### src/rtl/shift_pkg.sv
// Shared types for the shift sequencing stage.
//   shift_op_t : request opcode (SLL, SRL, SRA, illegal)
//   result_t   : one result FIFO entry (data plus flags captured at push time)
package shift_pkg;

    localparam int unsigned SHIFT_W = 32;

    typedef enum logic [1:0] {
        SHIFT_SLL     = 2'b00,
        SHIFT_SRL     = 2'b01,
        SHIFT_SRA     = 2'b10,
        SHIFT_ILLEGAL = 2'b11
    } shift_op_t;

    typedef struct packed {
        logic [SHIFT_W-1:0] data;
        logic               zero;
        logic               illegal;
    } result_t;

    // Flags are derived here, once, so the FIFO head never needs a compare.
    function automatic result_t make_result(input logic [SHIFT_W-1:0] data,
                                            input logic               illegal);
        result_t r;
        r.data    = data;
        r.zero    = (data == '0);
        r.illegal = illegal;
        return r;
    endfunction

endpackage

### src/rtl/result_fifo.sv
// Two-entry synchronous FIFO of result_t.
//   clk, rst     : clock, asynchronous active-low reset
//   push_i       : write push_data_i at the tail
//   push_data_i  : entry to write
//   pop_i        : drop the head (ignored when empty)
//   head_o       : current head entry
//   valid_o      : FIFO non-empty
//   count_o      : number of stored entries (0..2)
module result_fifo
    import shift_pkg::*;
(
    input  logic       clk,
    input  logic       rst,
    input  logic       push_i,
    input  result_t    push_data_i,
    input  logic       pop_i,
    output result_t    head_o,
    output logic       valid_o,
    output logic [1:0] count_o
);

    result_t    mem_q [2];
    logic       wr_ptr_q;
    logic       rd_ptr_q;
    logic [1:0] count_q;

    logic do_push;
    logic do_pop;

    assign do_pop  = pop_i && (count_q != 2'd0);
    // A push into a full FIFO is only taken when the head leaves the same cycle.
    assign do_push = push_i && ((count_q != 2'd2) || do_pop);

    always_ff @(posedge clk or negedge rst) begin
        if (!rst) begin
            for (int i = 0; i < 2; i++) begin
                mem_q[i] <= '0;
            end
            wr_ptr_q <= 1'b0;
            rd_ptr_q <= 1'b0;
            count_q  <= 2'd0;
        end else begin
            if (do_push) begin
                mem_q[wr_ptr_q] <= push_data_i;
                wr_ptr_q        <= ~wr_ptr_q;
            end
            if (do_pop) begin
                rd_ptr_q <= ~rd_ptr_q;
            end
            if (do_push && !do_pop) begin
                count_q <= count_q + 2'd1;
            end else if (do_pop && !do_push) begin
                count_q <= count_q - 2'd1;
            end
        end
    end

    assign head_o  = mem_q[rd_ptr_q];
    assign valid_o = (count_q != 2'd0);
    assign count_o = count_q;

endmodule

### src/rtl/shift_sequencer.sv
// Sequencing stage around the three 32-bit combinational shifters.
// Registers a request, holds operand/shamt stable on sh_in/sh_shamt for
// SETTLE_CYCLES so the shifters may be a multicycle path, then captures the
// selected shifter result into a 2-entry result FIFO.
//   clk, rst                    : clock, asynchronous active-low reset
//   i_valid/i_ready             : request handshake
//   i_op, i_data, i_shamt       : request opcode, operand, shift amount
//   sh_in, sh_shamt             : registered operand/shamt to all shifters
//   sll_out, srl_out, sra_out   : shifter results
//   o_valid/o_ready             : result handshake
//   o_data, o_zero, o_illegal   : head result and its flags
module shift_sequencer
    import shift_pkg::*;
#(
    parameter int unsigned N             = 32,
    parameter int unsigned SETTLE_CYCLES = 1,
    parameter int unsigned FIFO_DEPTH    = 2
) (
    input  logic         clk,
    input  logic         rst,
    input  logic         i_valid,
    output logic         i_ready,
    input  logic [1:0]   i_op,
    input  logic [N-1:0] i_data,
    input  logic [4:0]   i_shamt,
    output logic [N-1:0] sh_in,
    output logic [4:0]   sh_shamt,
    input  logic [N-1:0] sll_out,
    input  logic [N-1:0] srl_out,
    input  logic [N-1:0] sra_out,
    output logic         o_valid,
    input  logic         o_ready,
    output logic [N-1:0] o_data,
    output logic         o_zero,
    output logic         o_illegal
);

    typedef enum logic {StIdle, StSettle} state_e;

    localparam logic [2:0] SettleInit = 3'(SETTLE_CYCLES - 1);
    localparam logic [1:0] FifoDepth  = 2'(FIFO_DEPTH);

    state_e          state_q;
    logic [2:0]      cnt_q;
    shift_op_t       op_q;
    logic [N-1:0]    sh_in_q;
    logic [4:0]      sh_shamt_q;

    logic            accept;
    logic            fast;
    logic [N-1:0]    sel_out;
    logic            push;
    result_t         push_data;
    result_t         head;
    logic [1:0]      fifo_count;

    // Gated by rst so the request side is closed for the whole reset window.
    assign i_ready = rst && (state_q == StIdle) && (fifo_count < FifoDepth);
    assign accept  = i_valid && i_ready;
    // Zero shift and illegal ops bypass the shifters entirely.
    assign fast    = (i_shamt == 5'd0) || (shift_op_t'(i_op) == SHIFT_ILLEGAL);

    always_comb begin
        sel_out = sll_out;
        unique case (op_q)
            SHIFT_SRL: sel_out = srl_out;
            SHIFT_SRA: sel_out = sra_out;
            default:   sel_out = sll_out;
        endcase
    end

    always_comb begin
        push      = 1'b0;
        push_data = '0;
        if (state_q == StIdle) begin
            if (accept && fast) begin
                push      = 1'b1;
                push_data = make_result(i_data, shift_op_t'(i_op) == SHIFT_ILLEGAL);
            end
        end else if (cnt_q == 3'd0) begin
            push      = 1'b1;
            push_data = make_result(sel_out, 1'b0);
        end
    end

    always_ff @(posedge clk or negedge rst) begin
        if (!rst) begin
            state_q    <= StIdle;
            cnt_q      <= 3'd0;
            op_q       <= SHIFT_SLL;
            sh_in_q    <= '0;
            sh_shamt_q <= 5'd0;
        end else begin
            unique case (state_q)
                StIdle: begin
                    if (accept) begin
                        op_q       <= shift_op_t'(i_op);
                        sh_in_q    <= i_data;
                        sh_shamt_q <= i_shamt;
                        if (!fast) begin
                            cnt_q   <= SettleInit;
                            state_q <= StSettle;
                        end
                    end
                end
                StSettle: begin
                    if (cnt_q != 3'd0) begin
                        cnt_q <= cnt_q - 3'd1;
                    end else begin
                        state_q <= StIdle;
                    end
                end
                default: state_q <= StIdle;
            endcase
        end
    end

    result_fifo u_fifo (
        .clk         (clk),
        .rst         (rst),
        .push_i      (push),
        .push_data_i (push_data),
        .pop_i       (o_ready),
        .head_o      (head),
        .valid_o     (o_valid),
        .count_o     (fifo_count)
    );

    assign sh_in     = sh_in_q;
    assign sh_shamt  = sh_shamt_q;
    assign o_data    = head.data;
    assign o_zero    = head.zero;
    assign o_illegal = head.illegal;

endmodule

### config.mk
export PLATFORM = sky130hd
export DESIGN_NAME = shift_sequencer
export DESIGN_NICKNAME = d
export VERILOG_FILES = /design/src/rtl/shift_pkg.sv /design/src/rtl/result_fifo.sv /design/src/rtl/shift_sequencer.sv
export SDC_FILE = /design/constraint.sdc
export NUM_CORES = 1
export LEC_CHECK = 0
export ABC_AREA = 1
export BUFFER_PORTS_ARGS = -buffer_cell sky130_fd_sc_hd__clkbuf_2
export CAP_MARGIN = 15
export CORE_MARGIN = 1.5
export CORE_UTILIZATION = 50
export DETAILED_ROUTE_END_ITERATION = 8
export PLACE_DENSITY = 0.84
export SLEW_MARGIN = 0
export SYNTH_ARGS = -nofsm -noshare
export SYNTH_HDL_FRONTEND = slang
export SYNTH_SLANG_ARGS = --single-unit
### constraint.sdc
create_clock -name clk -period 2.4 [get_ports clk]
set_clock_uncertainty 0.2 [all_clocks]
set_input_delay 0.36 -clock clk [delete_from_list [all_inputs] [get_ports clk]]
set_output_delay 0.36 -clock clk [all_outputs]
set_load 0.02 [all_outputs]
==> results.py <==
metrics = {
    "drt": {
        "first_iter_violations": 567,
        "first_pass_iters": 6,
        "viasPerCell": 5.093,
        "vias": 6320,
        "route.detailed.drc": 0,
        "drt-total-wl_um": 19120,
        "postRouteAntennaNets": 0,
        "routedWlPerCell_um": 15.40,
    },
    "clock_network": {
        "cts.sinks": 115,
        "cts_htree_levels": 4,
        "cts_tree": "done",
        "numCtsBuffers": 17,
        "worstSkewPairLatency_ns": 0.42,
        "path_clk_slew_ns": 0.06,
        "cts_max_path_buffers": 2,
        "cts_root_buffer": "clkbuf_16",
    },
    "synth": {
        "ys_seq_area_frac": 0.4615,
        "synthTopCellsByArea": "dfrtp_1 46%, nand2_1 22%, o21ai_0 8.1%",
        "synthCells": 853,
        "synth.avg_cell_area_um2": 7.311,
        "synth_top_area_frac": 0.4615,
        "yosys.area.top_type": "dfrtp_1",
        "syn_area_um2": 6236,
        "ys_warn_count": 0,
        "synth.net_count": 997,
        "ys_seq_elements": 115,
        "synth_cell_types": 31,
    },
    "timing": {
        "worst_pin_slew_ns": 0.6175,
        "slew_headroom": 0.5877,
        "fin_crit_ns": 2.295,
        "hold_viol_final": 0,
        "finalCritPeriodShare": 0.9563,
        "fmax_ghz": 0.4357,
        "rsz0062_at_grt": "false",
        "finalSetupViolations": 0,
        "worst_hold_slack_ns": 0.01557,
        "drv_slew": 0,
        "setup_tns_ns": 0,
    },
    "place": {
        "dpl_cell_area_um2": 7452,
        "place_congestion": 0.9480,
        "hpwl_um": 14060,
        "portBuffers": 211,
    },
    "grt": {
        "grt-ovfl-total": 0,
        "antenna_found_initial": 0,
        "gr-usage-all-layers": 0.3062,
        "grt_pass1_vias": 6177,
        "grt_max_degree": 116,
        "grt_pass1_wl_um": 30500,
    },
    "cells_and_area": {
        "nets": 1204,
        "drive_gt1_frac": 0.2805,
        "utilization": 0.6696,
        "fin_area_um2": 8110,
        "fillerInstances": 1066,
        "layout_commonest_cell": "nand2_1",
        "antennaDiodeCount": 0,
        "layout_common_cells": "358 x nand2_1, 210 x clkbuf_2, 114 x dfrtp_1",
        "layout-area-overhead-vs-synth_pct": 30.06,
    },
    "pwr": {
        "internal-power_w": 0.006141,
        "cellPowerDensity_nw_per_um2": 1361,
        "combPwrFrac": 0.480,
        "finalPower_w": 0.01104,
        "switching_share": 0.4438,
        "p_leak_nw": 4.398,
        "p_switching_w": 0.004899,
        "ir_drop_v": 0.0008794,
        "p_seq_frac": 0.295,
        "p_clk_frac": 0.226,
    },
    "die": {
        "num_io_pins": 212,
        "fp.dieW_um": 114.7,
        "core-area_um2": 12110,
        "initial_core_util": 0.5149,
        "die_h_um": 114.7,
        "die-area_um2": 13150,
        "rows": 40,
    },
    "run": {
        "maxCapViolCount": 0,
    },
    "min_path": {
        "hold_class": "primary input to flip-flop",
    },
    "worst_setup_path": {
        "critPathRequiredTime_ns": 1.84,
        "critical-path-top-delay-family": "flip-flops",
        "crit_type": "flip-flop to primary output",
        "cp_num_buf_inv": 2,
        "slowest_stage": "dfrtp_2",
        "cp_cell_sequence": "buf_12 -> o21ai_0 -> clkbuf_2",
        "cp-start-kind": "flip-flop",
        "crit_path_max_incr_delay_ns": 0.57,
        "crit_arrival_ns": 1.74,
        "end_kind": "primary output",
        "cp_max_fo": 44,
    },
    "outcome": {
        "outcome": "completed",
    },
}
[cell usage after synthesis]
| library cell | number |
|---|---|
| a21oi_1 | 9 |
| buf_1 | 1 |
| buf_2 | 6 |
| buf_4 | 1 |
| buf_6 | 6 |
| buf_8 | 1 |
| clkbuf_1 | 30 |
| clkbuf_4 | 1 |
| dfrtp_1 | 115 |
| ha_1 | 5 |
| inv_1 | 81 |
| inv_2 | 3 |
| inv_4 | 1 |
| nand2_1 | 358 |
| nand2_2 | 9 |
| nand2_4 | 2 |
| nand3_1 | 28 |
| nand4_1 | 3 |
| nor2_1 | 21 |
| nor2_4 | 1 |
| nor2_8 | 2 |
| nor3_1 | 2 |
| nor4_1 | 4 |
| o21ai_0 | 101 |
| o21ai_1 | 2 |
| o21ai_2 | 16 |
| o22ai_1 | 22 |
| or2_1 | 13 |
| or2_2 | 6 |
| xnor2_1 | 1 |
| xor2_1 | 2 |
[sequential cells by signal, summed over array words and instances (netlist names)]
register	flops
sh_shamt	5
u_fifo.mem_q	68
op_q	2
sh_in	32
u_fifo.wr_ptr_q	1
cnt_q	3
state_q	1
u_fifo.count_o	2
u_fifo.rd_ptr_q	1
[power by group through the flow]
stage / sequential, W / combinational, W / clock [W]
global placement: 0.00322 / 0.00510 / 0
finish: 0.00325 / 0.00529 / 0.00249
global route: 0.00334 / 0.00586 / 0.00261
floorplan: 0.00352 / 0.00320 / 0
CTS: 0.00324 / 0.00525 / 0.00251
detailed placement: 0.00326 / 0.00519 / 0
[cells by family (layout without fill, tap and decap cells)]
family,Yosys count,in the layout,synth area share
and+or+nand+nor,449,449,0.2992
AOI/OAI and AO/OA,150,150,0.1344
DFF,115,115,0.4615
buffers and inverters,131,351,0.09069
adders and majority gates,5,5,0.01003
xor gates and xnor gates,3,3,0.004214
[layer usage]
layer,vias up,share of wire,track usage
met2,297,0.47,0.4834
met3,48,0.086,0.08100
li1,3087,-,-
met4,0,0.028,0.1150
met5,-,0,0
met1,2888,0.42,0.4062
[per-stage QoR]
step	worst slack [ns]	std cells
after floorplan	0.3449	853
after global placement	0.1961	1203
after detailed placement	0.1895	1203
after CTS	0.05574	1241
after global routing	0.002421	1241
final	0.1048	1241
[final timing paths]
kind / startpoint / to / slack [ns] / cells past startpoint
setup / recovery: u_fifo.rd_ptr_q / o_data[12] / 0.10 / 3
hold / removal: i_data[26] / sh_in[26] / 0.02 / 3
setup reg to reg: op_q[0] / u_fifo.mem_q[1] / 0.13 / 11
hold reg to reg: u_fifo.mem_q[25] / u_fifo.mem_q[25] / 0.27 / 2
max in group asynchronous: rst / sh_in[20] / 1.13 / 3
min in group asynchronous: rst / u_fifo.mem_q[45] / 0.43 / 3
[cell type report]
| class | count | area, um^2 | share of cell area |
|---|---|---|---|
| Clock buffer | 20 | 456.7 | 0.05631 |
| Inverter | 85 | 324.1 | 0.03996 |
| Multi-Input combinational cell | 607 | 2796 | 0.3448 |
| Tap cell | 168 | 210.2 | 0.02592 |
| Timing Repair Buffer | 234 | 1313 | 0.1618 |
| Sequential cell | 115 | 2879 | 0.3550 |
| Clock inverter | 12 | 131.4 | 0.01620 |
[worst register-to-register path, stage by stage, from the launching register on]
cell and delay, ns:
dfrtp_1 0.35, inv_1 0.07, ha_1 0.33, inv_4 0.09, buf_4 0.17, o21ai_0 0.31, nand4_1 0.15, nor2_1 0.21
nand3_1 0.10, nand2_1 0.10, nand2_1 0.05, nand2_1 0.06
[timing repair]
item                       in CTS  in global routing
hold endpoints to repair      120                  0
resized for setup               0                  3
buffers inserted                0                  0
hold buffers                    6                  0
setup endpoints to repair       0                  5
(Power assumes the default switching activity.)
